[config.mk]
export PLATFORM = sky130hd
export DESIGN_NAME = vga_timing_gen
export DESIGN_NICKNAME = d
export VERILOG_FILES = /design/src/rtl/vga_timing_gen.sv
export SDC_FILE = /design/constraint.sdc
export NUM_CORES = 1
export LEC_CHECK = 0
export BUFFER_PORTS_ARGS = -buffer_cell sky130_fd_sc_hd__buf_2
export CORE_MARGIN = 2
export CORE_UTILIZATION = 45
export CTS_CLUSTER_SIZE = 30
export DETAILED_ROUTE_END_ITERATION = 10
export PLACE_DENSITY = 0.62
export SYNTH_ARGS = -nofsm -noshare
export SYNTH_HDL_FRONTEND = slang
export SYNTH_SLANG_ARGS = --single-unit
[constraint.sdc]
create_clock -name clk -period 6.9 [get_ports clk]
set_input_delay 1.035 -clock clk [delete_from_list [all_inputs] [get_ports clk]]
set_output_delay 1.035 -clock clk [all_outputs]
set_load 0.01 [all_outputs]
[src/rtl/vga_timing_gen.sv]
// -----------------------------------------------------------------------------
// vga_timing_gen
//   Parameterised VGA raster timing generator. Divides clk down to a pixel
//   strobe, walks a horizontal/vertical counter pair over the full raster and
//   produces sync pulses, the visible-area flag, line/frame strobes and a frame
//   counter. Every output is registered and describes the CounterX/CounterY
//   presented in the same cycle.
//
// Ports
//   clk            in   system clock
//   rst_n          in   asynchronous reset, active low
//   en             in   run enable; low freezes the raster (strobes read 0)
//   pix_ce         out  one-clk pulse on the first clk of each new pixel
//   CounterX       out  current pixel column, 0..H_TOTAL-1
//   CounterY       out  current line, 0..V_TOTAL-1
//   inDisplayArea  out  CounterX < H_ACTIVE && CounterY < V_ACTIVE
//   vga_h_sync     out  horizontal sync, active level H_POL
//   vga_v_sync     out  vertical sync, active level V_POL
//   line_start     out  pix_ce && CounterX == 0
//   frame_start    out  pix_ce && CounterX == 0 && CounterY == 0
//   frame_count    out  frames started since reset, wraps 65535 -> 0
// -----------------------------------------------------------------------------
module vga_timing_gen #(
   parameter int   CLK_DIV  = 2,
   parameter int   H_ACTIVE = 640,
   parameter int   H_FP     = 16,
   parameter int   H_SYNC   = 96,
   parameter int   H_BP     = 48,
   parameter int   V_ACTIVE = 480,
   parameter int   V_FP     = 10,
   parameter int   V_SYNC   = 2,
   parameter int   V_BP     = 33,
   parameter logic H_POL    = 1'b0,
   parameter logic V_POL    = 1'b0,
   parameter int   XW       = 10,
   parameter int   YW       = 10
) (
   input  logic          clk,
   input  logic          rst_n,
   input  logic          en,
   output logic          pix_ce,
   output logic [XW-1:0] CounterX,
   output logic [YW-1:0] CounterY,
   output logic          inDisplayArea,
   output logic          vga_h_sync,
   output logic          vga_v_sync,
   output logic          line_start,
   output logic          frame_start,
   output logic [15:0]   frame_count
);

   localparam int H_TOTAL = H_ACTIVE + H_FP + H_SYNC + H_BP;
   localparam int V_TOTAL = V_ACTIVE + V_FP + V_SYNC + V_BP;

   // A one-bit divider is kept even for CLK_DIV=1; it simply never leaves 0.
   localparam int DW = (CLK_DIV > 1) ? $clog2(CLK_DIV) : 1;

   localparam logic [DW-1:0] DIV_LAST = DW'(CLK_DIV - 1);

   localparam logic [XW-1:0] X_LAST     = XW'(H_TOTAL - 1);
   localparam logic [XW-1:0] X_ACT_END  = XW'(H_ACTIVE);
   localparam logic [XW-1:0] X_SYNC_BEG = XW'(H_ACTIVE + H_FP);
   localparam logic [XW-1:0] X_SYNC_END = XW'(H_ACTIVE + H_FP + H_SYNC);

   localparam logic [YW-1:0] Y_LAST     = YW'(V_TOTAL - 1);
   localparam logic [YW-1:0] Y_ACT_END  = YW'(V_ACTIVE);
   localparam logic [YW-1:0] Y_SYNC_BEG = YW'(V_ACTIVE + V_FP);
   localparam logic [YW-1:0] Y_SYNC_END = YW'(V_ACTIVE + V_FP + V_SYNC);

   logic [DW-1:0] divCnt;
   logic          advance;
   logic [XW-1:0] nextX;
   logic [YW-1:0] nextY;
   logic          nextAtOrigin;
   logic          nextDisp;
   logic          nextHSync;
   logic          nextVSync;

   // ---- pixel divider ------------------------------------------------------
   assign advance = en && (divCnt == DIV_LAST);

   always_ff @(posedge clk or negedge rst_n) begin
      if (!rst_n) begin
         divCnt <= '0;
      end else if (en) begin
         divCnt <= (divCnt == DIV_LAST) ? '0 : divCnt + DW'(1);
      end
   end

   // ---- next raster position and its decode --------------------------------
   // Flags are decoded from the position being entered so that, once
   // registered, they line up with the counters in the same cycle.
   always_comb begin
      nextX = CounterX;
      nextY = CounterY;
      if (CounterX == X_LAST) begin
         nextX = '0;
         nextY = (CounterY == Y_LAST) ? '0 : CounterY + YW'(1);
      end else begin
         nextX = CounterX + XW'(1);
      end

      nextAtOrigin = (nextX == '0) && (nextY == '0);
      nextDisp     = (nextX < X_ACT_END) && (nextY < Y_ACT_END);
      nextHSync    = ((nextX >= X_SYNC_BEG) && (nextX < X_SYNC_END)) ? H_POL : ~H_POL;
      nextVSync    = ((nextY >= Y_SYNC_BEG) && (nextY < Y_SYNC_END)) ? V_POL : ~V_POL;
   end

   // ---- registered raster state --------------------------------------------
   // Reset parks on the last blanking pixel so the first advance lands on
   // (0,0) and raises frame_start.
   always_ff @(posedge clk or negedge rst_n) begin
      if (!rst_n) begin
         CounterX      <= X_LAST;
         CounterY      <= Y_LAST;
         inDisplayArea <= 1'b0;
         vga_h_sync    <= ~H_POL;
         vga_v_sync    <= ~V_POL;
         frame_count   <= '0;
      end else if (advance) begin
         CounterX      <= nextX;
         CounterY      <= nextY;
         inDisplayArea <= nextDisp;
         vga_h_sync    <= nextHSync;
         vga_v_sync    <= nextVSync;
         if (nextAtOrigin) begin
            frame_count <= frame_count + 16'd1;
         end
      end
   end

   // ---- per-pixel strobes ---------------------------------------------------
   // High for exactly the clk after an advance edge; zero whenever en is low.
   always_ff @(posedge clk or negedge rst_n) begin
      if (!rst_n) begin
         pix_ce      <= 1'b0;
         line_start  <= 1'b0;
         frame_start <= 1'b0;
      end else begin
         pix_ce      <= advance;
         line_start  <= advance && (nextX == '0);
         frame_start <= advance && nextAtOrigin;
      end
   end

endmodule

# Word level (Yosys, flattened, before mapping)
# Cells that the tools add are included.
dict set report totals {
  memories 0
  latchBits 0
  inputBits 3
  mem_bits_ro 0
  output_inout_bits 42
  ff_bits 43
  mem_bits_rw 0
}
dict set report classes {
  addsub 4
  n_reduce_logical 10
  order_cmp 6
  n_bitwise 0
  muxes 6
  eq_ne 2
  div_mod_pow 0
  n_shift 0
  n_mul 0
}
# operator n
set op_table {}
lappend op_table {{$mux W10} 3}
lappend op_table {{$add A10 B1 Y10 const B} 2}
lappend op_table {{$eq A10 B10 Y1 const B} 2}
lappend op_table {{$logic_not A10 Y1} 2}
lappend op_table {{$lt A10 B10 Y1 const B} 2}
lappend op_table {{$lt A10 B9 Y1 const B} 2}
lappend op_table {{$add A16 B1 Y16 const B} 1}
lappend op_table {{$ge A10 B10 Y1 const B} 1}
lappend op_table {{$ge A10 B9 Y1 const B} 1}
lappend op_table {{$logic_and A1 B1 Y1} 7}
lappend op_table {{$mux W1} 3}
lappend op_table {{$reduce_and A2 Y1} 1}
lappend op_table {{$add A1 B1 Y1 const B} 1}

# Logic depth before layout (Yosys ltp)
dict set report logic_depth {
  ltp_word 6
  ltp_mapped 11
  ltp_nobuf 9
}

# Least setup slack after synthesis
# Ideal clock, no wire load.
dict set report synth_path {
  path_type {register -> register}
  startpoint {reg CounterX[0]}
  endpoint {reg frame_count[1]}
  arrival_time_ns 3.317
  path_slack_ns 3.458
  path_stages_with_launch 10
  period_less_slack_ns 3.442
  t_required_ns 6.775
  setup_ns 0.125
  n_path_buf 1
  path_cell_list {dfstp_2 -> ha_1 -> clkbuf_1 -> nand4_4 -> nor4_1 -> xnor2_1 -> nand3_1 -> a211oi_1 -> or4b_4 -> mux2_4}
}
dict set report synth_via {
  elab_chain_len 5
  elab_cells_between_ends 8
  classes_between {add/sub (1); eq/ne (1); mux (2); reduce/logical (4)}
}
# element line_no
set synth_lines {}
lappend synth_lines {{start, declared} 42} ;# output logic [XW-1:0] CounterX,
lappend synth_lines {{start signal, assigned} 121} ;# CounterX <= nextX;
lappend synth_lines {{$add A10 B1 Y10 / $eq A10 B10 Y1 (equally long branches)} {100, 96}}
lappend synth_lines {{$mux W10} 96} ;# if (CounterX == X_LAST) begin
lappend synth_lines {{$logic_not A10 Y1} 103} ;# nextAtOrigin = (nextX == '0) && (nextY == '0);
lappend synth_lines {{$logic_and A1 B1 Y1 *} 103}
lappend synth_lines {{$reduce_and A2 Y1 (no line) *} n/a}
lappend synth_lines {{end signal, assigned} 127} ;# frame_count <= frame_count + 16'd1;
lappend synth_lines {{end, declared} 49} ;# output logic [15:0] frame_count
# Mark *: on every way between the ends. The rest lies on a longest branch, timed or not.
# A chain may end at the register's enable or synchronous reset.

# Final worst setup path
dict set report layout_path {
  startpoint {reg CounterX[0]}
  endpoint {reg frame_count[13]}
}
# The elaborated chain is that of the path after synthesis.

==> impl_metrics.py <==
metrics = {
    "outcome": {
        "status": "completed",
    },
    "cells_and_area": {
        "num_antenna_cells": 0,
        "drive_gt1_share_pct": 23.3,
        "area_growth_pct": 13.9,
        "finish.instance_area_sq_mm": 0.00291,
        "fill_cells": 537,
        "finalNetCount": 329,
    },
    "floorplanning": {
        "dieArea_sq_mm": 0.00631,
        "core_area_sq_mm": 0.00551,
        "fp.dieW_um": 79.4,
        "io_pins": 45,
        "rows": 27,
        "start_util_pct": 46.5,
        "die_h_um": 79.4,
    },
    "grt": {
        "grt_pass1_wl_um": 9750,
        "grt_pass1_vias": 1959,
        "grt_overflow": 0,
        "grtUsageTotal_pct": 19.7,
        "antenna_found_initial": 0,
        "grt_max_degree": 44,
    },
    "route": {
        "avgViaCountPerCell": 5.57,
        "dr.pass1.iters": 4,
        "drc_errors": 0,
        "wl_per_cell_um": 14.7,
        "drt-initial-drc-count": 87,
        "vias": 2193,
        "ant_nets": 0,
        "routed_wl_um": 5790,
    },
    "timing": {
        "setup_viol": 0,
        "tns_ns": 0,
        "finalHoldViolations": 0,
        "worst_pin_slew_ns": 1.17,
        "drv_slew": 0,
        "rsz0062_at_grt": "no",
        "relSlewSlack_pct": 21.4,
        "fin_crit_sh_pct": 55.8,
        "skew_ns": 0.0102,
        "fmax_mhz": 260,
        "period_minus_slack_ns": 3.85,
        "whs_ns": 0.466,
    },
    "setup_path": {
        "worstRegToRegCells": 8,
        "cp_data_required_time_ns": 7.09,
        "r2r-end": "frame_count[13]$_DFFE_PN0P_",
        "crit_arrival_ns": 4.04,
        "endpoint_kind": "flop",
        "r2r-start": "CounterX[0]$_DFFE_PN1P_",
        "path_cells": "ha_1 > and4_1 > nand3_1 > o31ai_1 > o211ai_1 > nor4_2 > nand4_1 > xnor2_1",
        "startpoint_type": "flop",
        "critical_path_class": "reg -> reg",
        "reg2reg_slack_ns": 3.05,
        "cp_slowest_cell": "nor4_2",
        "slowest_delay_ns": 1.03,
        "worstPathMaxFanout": 14,
    },
    "logic_synthesis": {
        "synthesis.nets": 289,
        "synth_seq_cells": 43,
        "synth-seq-area-share_pct": 42.6,
        "ys_warn_count": 0,
        "synth_flop_cell": "dfrtp_1",
        "synth_area_per_cell_sq_um": 9.11,
        "synthDistinctLibCells": 55,
        "synth_edf_count": 0,
        "synthesis.area_sq_mm": 0.00256,
        "synth-async-reset-ratio_pct": 100,
        "syn_inst": 281,
    },
    "clocking": {
        "clk_pin_slew_ns": 0.08,
        "tritoncts": "yes",
        "ctsResizeCount": 0,
        "root_buffer": "clkbuf_8",
        "clk-insertion-delay-late_ns": 0.30,
        "cts_sinks": 43,
        "cts_htree_levels": 2,
        "clockBufferDepth": 2,
        "cts_hold_buffers": 0,
        "cts_buffers": 5,
        "postCtsSetupBuffers": 0,
    },
    "hold_path": {
        "hold_class": "reg -> reg",
        "hold_depth": 1,
        "holdCritStartpoint": "frame_count[15]$_DFFE_PN0P_",
        "hold_path_end": "frame_count[15]$_DFFE_PN0P_",
    },
    "placed_design": {
        "place_congestion": 0.932,
        "place_area_sq_mm": 0.00282,
        "port_buffers": 44,
        "dp_hpwl_um": 4060,
    },
    "pwr": {
        "total_power_uw": 682,
        "leakage_uw": 0.00132,
        "p_per_area_mw_per_mm2": 234,
        "ir_drop_mv": 0.154,
    },
    "job": {
        "max_cap_viol_count": 0,
    },
}
per-stage QoR:
stage / util (%) / instances / worst slack, ns
CTS: 52.9 / 394 / 3.04
finish: 52.9 / 394 / 3.05
global placement: 51.3 / 386 / 3.20
detailed placement: 51.3 / 386 / 3.07
floorplan: - / 281 / 3.46
global route: 52.9 / 394 / 2.61
layout make-up:
| cell class | count | area [sq um] | share of cell area, % |
|---|---|---|---|
| clock buffers | 7 | 86.3 | 2.96 |
| multi-input cells | 213 | 1370 | 46.8 |
| repair buffers | 45 | 228 | 7.81 |
| inverters | 13 | 48.8 | 1.67 |
| flip-flops and latches | 43 | 1090 | 37.4 |
| clock inverters | 1 | 5.00 | 0.172 |
| well taps | 72 | 90.1 | 3.09 |
cells in the mapped netlist (2+ instances only):
library cell / instances / area, sq um
a211oi_1: 2 / 15.0
a21oi_1: 10 / 50.1
and2_0: 2 / 12.5
and2_1: 2 / 12.5
and3_1: 8 / 50.1
and3_2: 2 / 15.0
and4_1: 3 / 26.3
clkbuf_1: 10 / 37.5
dfrtp_1: 31 / 776
dfstp_2: 12 / 315
ha_1: 5 / 62.6
inv_1: 12 / 45.0
nand2_1: 35 / 131
nand3_1: 29 / 145
nand4_1: 7 / 43.8
nor2_1: 14 / 52.6
nor3_1: 4 / 20.0
nor3b_1: 3 / 22.5
nor4_1: 2 / 12.5
o211ai_1: 2 / 15.0
o21ai_0: 17 / 85.1
o311ai_0: 2 / 17.5
o31ai_1: 3 / 22.5
or3_1: 4 / 25.0
or4b_4: 2 / 27.5
xnor2_1: 25 / 219
xor2_1: 5 / 43.8
how the worst max path moves through the flow:
stage / from / endpoint / slack, ns / cells after the start
final: CounterX[0]$_DFFE_PN1P_ / frame_count[13]$_DFFE_PN0P_ / 3.05 / 8
after global routing: CounterX[0]$_DFFE_PN1P_ / frame_count[13]$_DFFE_PN0P_ / 2.61 / 8
after floorplan: CounterX[0]$_DFFE_PN1P_ / frame_count[1]$_DFFE_PN0P_ / 3.46 / 9
after detailed placement: CounterX[0]$_DFFE_PN1P_ / frame_count[13]$_DFFE_PN0P_ / 3.07 / 8
after global placement: CounterX[0]$_DFFE_PN1P_ / frame_count[13]$_DFFE_PN0P_ / 3.20 / 8
after CTS: CounterX[0]$_DFFE_PN1P_ / frame_count[13]$_DFFE_PN0P_ / 3.04 / 8
registers in the layout (all words and copies together) (netlist names):
signal / cells
frame_start: 1
frame_count: 16
line_start: 1
CounterX: 10
pix_ce: 1
CounterY: 10
inDisplayArea: 1
divCnt: 1
vga_h_sync: 1
vga_v_sync: 1
placed cells by master (no fill, tap or decap), types with 2 or more instances in the layout:
cell type and instances:
a211oi_1 2, a21oi_1 10, and2_0 2, and2_1 2
and3_1 8, and3_2 2, and4_1 3, buf_2 44
clkbuf_8 6, dfrtp_1 31, dfstp_2 12, ha_1 5
inv_1 12, nand2_1 35, nand3_1 29, nand4_1 7
nor2_1 14, nor3_1 4, nor3b_1 3, nor4_1 2
o211ai_1 2, o21ai_0 17, o311ai_0 2, o31ai_1 3
or3_1 4, or4b_4 2, xnor2_1 25, xor2_1 5
critical path, delay by kind of cell (launching register included):
family | cells | cell delay [ns]
and+or+nand+nor | 4 | 1.93
AOI/OAI and AO/OA | 2 | 0.65
DFF | 1 | 0.60
adders and majority gates | 1 | 0.35
xor gates and xnor gates | 1 | 0.19
power breakdown:
group	switching (uW)	leakage [uW]	total, uW	internal, uW
Sequential	49.1	0.000548	348	299
Combinational	102	0.000729	169	66.8
Clock	84.4	0.0000482	165	80.8
logic make-up after synthesis:
kind of cell / count (synthesis) / synth area share [%]
compound gates: 47 / 11.5
xor+xnor: 30 / 10.3
fa+ha+maj: 5 / 2.44
buf+inv: 25 / 4.01
flops: 43 / 42.6
mux: 2 / 0.978
simple gates: 129 / 28.2
per-layer routing:
layer	share of wire, %	GRT usage, %
met3	5.4	3.62
met5	0	0
met4	1.5	6.55
met1	48	27.8
met2	45	30.5
No activity file was read; power rests on OpenSTA's default activity.
